`src/rtl/radix2_pair_feeder.sv`:
```
// radix2_pair_feeder
// Streaming front-end for a parallel-input radix-2 butterfly. The first half
// of every N-point frame is buffered; each second-half sample x[k+N/2] is
// presented together with its buffered partner x[k], the twiddle index k,
// a one-cycle enable and the frame's modify select. Samples pass bit-exact.
// The FILL/PAIR state is simply the MSB of the index counter, so no separate
// state register exists.

module radix2_pair_feeder #(
    parameter int bit_width = 16,
    parameter int N         = 16,
    parameter int ADDR_W    = 4
) (
    input  logic                  clk,
    input  logic                  rst_n,
    input  logic                  in_valid,
    input  logic                  sync,
    input  logic                  modify_sel,
    input  logic [bit_width-1:0]  Re_in,
    input  logic [bit_width-1:0]  Im_in,
    output logic [bit_width-1:0]  Re_i1,
    output logic [bit_width-1:0]  Im_i1,
    output logic [bit_width-1:0]  Re_i2,
    output logic [bit_width-1:0]  Im_i2,
    output logic [ADDR_W-2:0]     tw_addr,
    output logic                  en,
    output logic                  en_modify,
    output logic                  pair_last,
    output logic                  sync_err
);

    localparam int HALF = N / 2;

    // Frame index; MSB set means the PAIR half of the frame
    logic [ADDR_W-1:0]    r_idx;

    // First-half sample storage (no reset: contents are don't-care)
    logic [bit_width-1:0] r_buf_re [HALF];
    logic [bit_width-1:0] r_buf_im [HALF];

    // Registered outputs
    logic [bit_width-1:0] r_re_i1;
    logic [bit_width-1:0] r_im_i1;
    logic [bit_width-1:0] r_re_i2;
    logic [bit_width-1:0] r_im_i2;
    logic [ADDR_W-2:0]    r_tw_addr;
    logic                 r_en;
    logic                 r_en_modify;
    logic                 r_pair_last;
    logic                 r_sync_err;

    // Decoded per-cycle actions
    logic                 w_wr_en;
    logic [ADDR_W-2:0]    w_wr_addr;
    logic [ADDR_W-2:0]    w_rd_addr;
    logic                 w_pair_fire;
    logic                 w_load_mod;
    logic                 w_sync_err;
    logic                 w_is_last;
    logic [ADDR_W-1:0]    w_idx_nxt;

    // In PAIR the low bits of idx equal idx-N/2, i.e. the partner address k
    assign w_rd_addr = r_idx[ADDR_W-2:0];
    assign w_is_last = (r_idx == ADDR_W'(N - 1));

    // Decode what the current cycle does: fill, pair, resync or hold
    always_comb begin
        w_wr_en     = 1'b0;
        w_wr_addr   = {(ADDR_W-1){1'b0}};
        w_pair_fire = 1'b0;
        w_load_mod  = 1'b0;
        w_sync_err  = 1'b0;
        w_idx_nxt   = r_idx;
        if (in_valid) begin
            if (sync) begin
                // Forced index 0: any partial frame is abandoned
                w_wr_en    = 1'b1;
                w_wr_addr  = {(ADDR_W-1){1'b0}};
                w_load_mod = 1'b1;
                w_sync_err = (r_idx != {ADDR_W{1'b0}});
                w_idx_nxt  = ADDR_W'(1);
            end else if (!r_idx[ADDR_W-1]) begin
                w_wr_en    = 1'b1;
                w_wr_addr  = r_idx[ADDR_W-2:0];
                w_load_mod = (r_idx == {ADDR_W{1'b0}});
                w_idx_nxt  = r_idx + ADDR_W'(1);
            end else begin
                // Increment wraps N-1 -> 0 naturally since N = 2**ADDR_W
                w_pair_fire = 1'b1;
                w_idx_nxt   = r_idx + ADDR_W'(1);
            end
        end else begin
            w_idx_nxt = r_idx;
        end
    end

    // Index counter and frame-level control flags
    always_ff @(posedge clk or negedge rst_n) begin
        if (!rst_n) begin
            r_idx       <= {ADDR_W{1'b0}};
            r_en_modify <= 1'b0;
            r_sync_err  <= 1'b0;
        end else begin
            r_idx      <= w_idx_nxt;
            r_sync_err <= w_sync_err;
            if (w_load_mod) begin
                r_en_modify <= modify_sel;
            end else begin
                r_en_modify <= r_en_modify;
            end
        end
    end

    // Pair output registers; data and tw_addr hold when no pair fires
    always_ff @(posedge clk or negedge rst_n) begin
        if (!rst_n) begin
            r_re_i1     <= {bit_width{1'b0}};
            r_im_i1     <= {bit_width{1'b0}};
            r_re_i2     <= {bit_width{1'b0}};
            r_im_i2     <= {bit_width{1'b0}};
            r_tw_addr   <= {(ADDR_W-1){1'b0}};
            r_en        <= 1'b0;
            r_pair_last <= 1'b0;
        end else begin
            r_en        <= w_pair_fire;
            r_pair_last <= w_pair_fire & w_is_last;
            if (w_pair_fire) begin
                r_re_i1   <= r_buf_re[w_rd_addr];
                r_im_i1   <= r_buf_im[w_rd_addr];
                r_re_i2   <= Re_in;
                r_im_i2   <= Im_in;
                r_tw_addr <= w_rd_addr;
            end else begin
                r_re_i1   <= r_re_i1;
                r_im_i1   <= r_im_i1;
                r_re_i2   <= r_re_i2;
                r_im_i2   <= r_im_i2;
                r_tw_addr <= r_tw_addr;
            end
        end
    end

    // First-half buffer write; written only in FILL, read only in PAIR
    always_ff @(posedge clk) begin
        if (w_wr_en) begin
            r_buf_re[w_wr_addr] <= Re_in;
            r_buf_im[w_wr_addr] <= Im_in;
        end
    end

    assign Re_i1     = r_re_i1;
    assign Im_i1     = r_im_i1;
    assign Re_i2     = r_re_i2;
    assign Im_i2     = r_im_i2;
    assign tw_addr   = r_tw_addr;
    assign en        = r_en;
    assign en_modify = r_en_modify;
    assign pair_last = r_pair_last;
    assign sync_err  = r_sync_err;

endmodule

```
`config.mk`:
```
export PLATFORM = sky130hd
export DESIGN_NAME = radix2_pair_feeder
export DESIGN_NICKNAME = d
export VERILOG_FILES = /design/src/rtl/radix2_pair_feeder.sv
export SDC_FILE = /design/constraint.sdc
export NUM_CORES = 1
export LEC_CHECK = 0
export BUFFER_PORTS_ARGS = -buffer_cell sky130_fd_sc_hd__buf_2
export CAP_MARGIN = 15
export CORE_MARGIN = 3
export CORE_UTILIZATION = 53
export DETAILED_ROUTE_END_ITERATION = 10
export GPL_TIMING_DRIVEN = 0
export HOLD_SLACK_MARGIN = 0.12
export PLACE_DENSITY_LB_ADDON = 0.15
export SYNTH_ARGS = -nofsm -noshare
export SYNTH_HDL_FRONTEND = slang
export SYNTH_SLANG_ARGS = --single-unit
```
`constraint.sdc`:
```
create_clock -name clk -period 3.8 [get_ports clk]
set_input_delay 0.19 -clock clk [delete_from_list [all_inputs] [get_ports clk]]
set_output_delay 0.19 -clock clk [all_outputs]
set_load 0.02 [all_outputs]
```
==> results_dict.tcl <==
set metrics [dict create \
    critPathRequiredTime_ps 4180 \
    postSynthAreaPerCell_um2 18.00 \
    grt_pass1_wl_mm 45.27 \
    insertion_delay_ps 500 \
    placed_cell_area_um2 14030 \
    final_core_util_pct 65.84 \
    synth_top_area_cell "edfxtp_1" \
    fmax_ghz 0.3795 \
    cts_buffers 34 \
    antenna_found_initial 0 \
    finClkSkew_ps 10.38 \
    num_vias 7073 \
    die_w_um 161.4 \
    post-route-period-util_pct 69.33 \
    overflow 0 \
    netlist_area_um2 12790 \
    placed_cells_incl_taps 1148 \
    clock_path_buffers 3 \
    drtIter0Drc 619 \
    crit_fanout 10 \
    cts_tree "done" \
    seq_area_frac_synth_pct 74.75 \
    fin_ws_ps 1165 \
    ioPinCount 108 \
    cts_root_buf "clkbuf_16" \
    globalRouteMet3Util_pct 4.283 \
    drv_cap 0 \
    gr-usage-met1_pct 32.14 \
    postSynthCellCount 711 \
    worst_pin_slew_ps 900.1 \
    layout.cells.non_filler 1248 \
    start_kind "flip-flop" \
    period_needed_ps 2635 \
    synth.distinct_cells 31 \
    clkTransAtPathRegs_ps 60 \
    finalNetCount 942 \
    ys_warn_count 0 \
    pre_cts_ws_ps 1242 \
    slew_headroom_pct 39.85 \
    syn_nets 750 \
    drive_gt1_share_pct 34.66 \
    post-cts-setup-buffers 0 \
    use_met2_pct 38.33 \
    power_density_nw_per_um2 596.5 \
    crit_arrival_ps 3010 \
    port_buffers 106 \
    crit_type "reg2reg" \
    gp_congestion 0.7932 \
    finalWirelength_mm 29.52 \
    drcViolationCount 0 \
    grt_max_degree 42 \
    synth_seq_cells 331 \
    syn_to_final_growth_pct 21.50 \
    stdcell_area_um2 15550 \
    multi_input_area_um2 3002 \
    n_antenna_cell 0 \
    status "complete, no violations" \
    grtUsageTotal_pct 23.15 \
    first_pass_iters 5 \
    viasPerCell 5.667 \
    synth_top_area_share_pct 60.08 \
    worstHoldPathType "in2async" \
    synthTopCellsByArea "edfxtp_1 60%, dfrtp_1 15%, mux2_2 7.5%, mux2i_1 5.0%, o31ai_2 2.4%" \
    dieArea_um2 26040 \
    ff_latch_area_um2 9564 \
    nFillCells 1656 \
    initial_core_util_pct 54.19 \
    setup_viol 0 \
    htreeDepth 2 \
    p_leak_nw 6.238 \
    dp_hpwl_mm 18.24 \
    maxSlewViolCount 0 \
    postRouteAntennaNets 0 \
    peakVddDrop_mv 0.4262 \
    grt_busiest_layer "met2" \
    routedWlPerCell_um 23.66 \
    grt_setup_unrepaired "no" \
    hold_viol_final 0 \
    endpoint_kind "flip-flop" \
    rows 56 \
    cts_sinks 331 \
    coreArea_um2 23610 \
    die_h_um 161.4 \
    grt_pass1_vias 7511 \
]
worst paths after layout:
check	cells past startpoint	endpoint	slack, ps	startpoint
worst max-delay path	9	en_modify	1170	r_idx[0]
worst min-delay path	2	Im_i1[3]	250	rst_n
worst max register to register	9	en_modify	1170	r_idx[0]
worst min register to register	2	Re_i1[12]	480	Re_i1[12]
max in group asynchronous	3	Re_i2[12]	2910	rst_n
min in group clk	2	Re_i1[12]	480	Re_i1[12]
kinds of logic after synthesis:
family | Yosys count | synth area share (%)
AO/OA/AOI/OAI | 107 | 7.060
AND/OR/NAND/NOR | 64 | 2.122
buffers and inverters | 45 | 2.239
flip-flops | 331 | 74.75
multiplexers | 162 | 13.63
adder cells (fa/ha/maj) | 2 | 0.1955
final cells by class:
cell class | instances | share of cell area, %
inverter | 4 | 0.09658
buffer | 41 | 1.746
timing repair buffer | 156 | 7.437
clock inverter | 14 | 0.7807
tap | 319 | 2.567
clock buffer | 48 | 6.543
sequential | 331 | 61.52
multi-input combinational | 335 | 19.31
flip-flops by register name (all words and copies together), names as in the netlist:
signal / count
r_idx: 4
Im_i1: 16
tw_addr: 3
Re_i2: 16
en_modify: 1
sync_err: 1
r_buf_re: 128
pair_last: 1
r_buf_im: 128
Im_i2: 16
Re_i1: 16
en: 1
layout by cell type (no fill, tap or decap), types with 25 or more instances in the layout:
cell type	n
a22o_1	32
mux2_2	85
mux2i_1	64
edfxtp_1	256
buf_2	124
o31ai_2	25
dlygate4sd3_1	38
clkbuf_16	37
dfrtp_1	75
nand2_1	42
o22ai_1	32
critical path: stages (launching register included):
cell	delay [ps]
dfrtp_1	370
buf_4	190
buf_6	210
buf_4	220
inv_1	120
ha_1	210
nor3b_1	150
o21ai_1	140
mux2_2	340
dlygate4sd3_1	560
stage by stage:
stage	power [W]	TNS, ps	hold WS [ps]
4_1_cts	0.009341	0	263.0
3_5_place_dp	0.006004	0	231.3
2_1_floorplan	0.005393	0	-105.6
5_1_grt	0.009636	0	295.8
3_3_place_gp	0.005914	-190060	424.4
6_report	0.009273	0	249.6
synth_stat cells:
master    number
o31ai_2       25
dfrtp_1       75
buf_6          4
nand3b_1       3
a22o_1        32
edfxtp_1     256
o22ai_1       32
nand2b_1       2
clkbuf_1       5
buf_4          8
o21ai_0        7
o31ai_1        7
nor3b_1        1
buf_2         19
nor3_1         1
ha_1           2
a31oi_1        2
buf_12         2
clkbuf_2       1
mux2_1        13
mux2i_1       64
inv_1          3
nor2_1        11
nand2_1       42
and3_1         1
mux2_2        85
buf_1          2
o21ai_1        1
a21oi_1        1
inv_2          1
nor2b_1        3
routing by layer:
layer,share of wire [%],up-vias
li1,-,3159
met1,43,3638
met2,50,235
met3,5.7,41
met4,1.8,0
met5,0,-
power breakdown:
group / switching, W / internal, W / total [W]
clock: 0.00131 / 0.00200 / 0.00332
sequential: 0.000152 / 0.00423 / 0.00438
combinational: 0.000966 / 0.000609 / 0.00157
total: 0.00243 / 0.00684 / 0.00927
what timing repair did:
item,4_1_cts,5_1_grt
hold endpoints to repair,327,0
gates resized for setup,0,0
hold buffers,38,0
(Power assumes the default switching activity.)
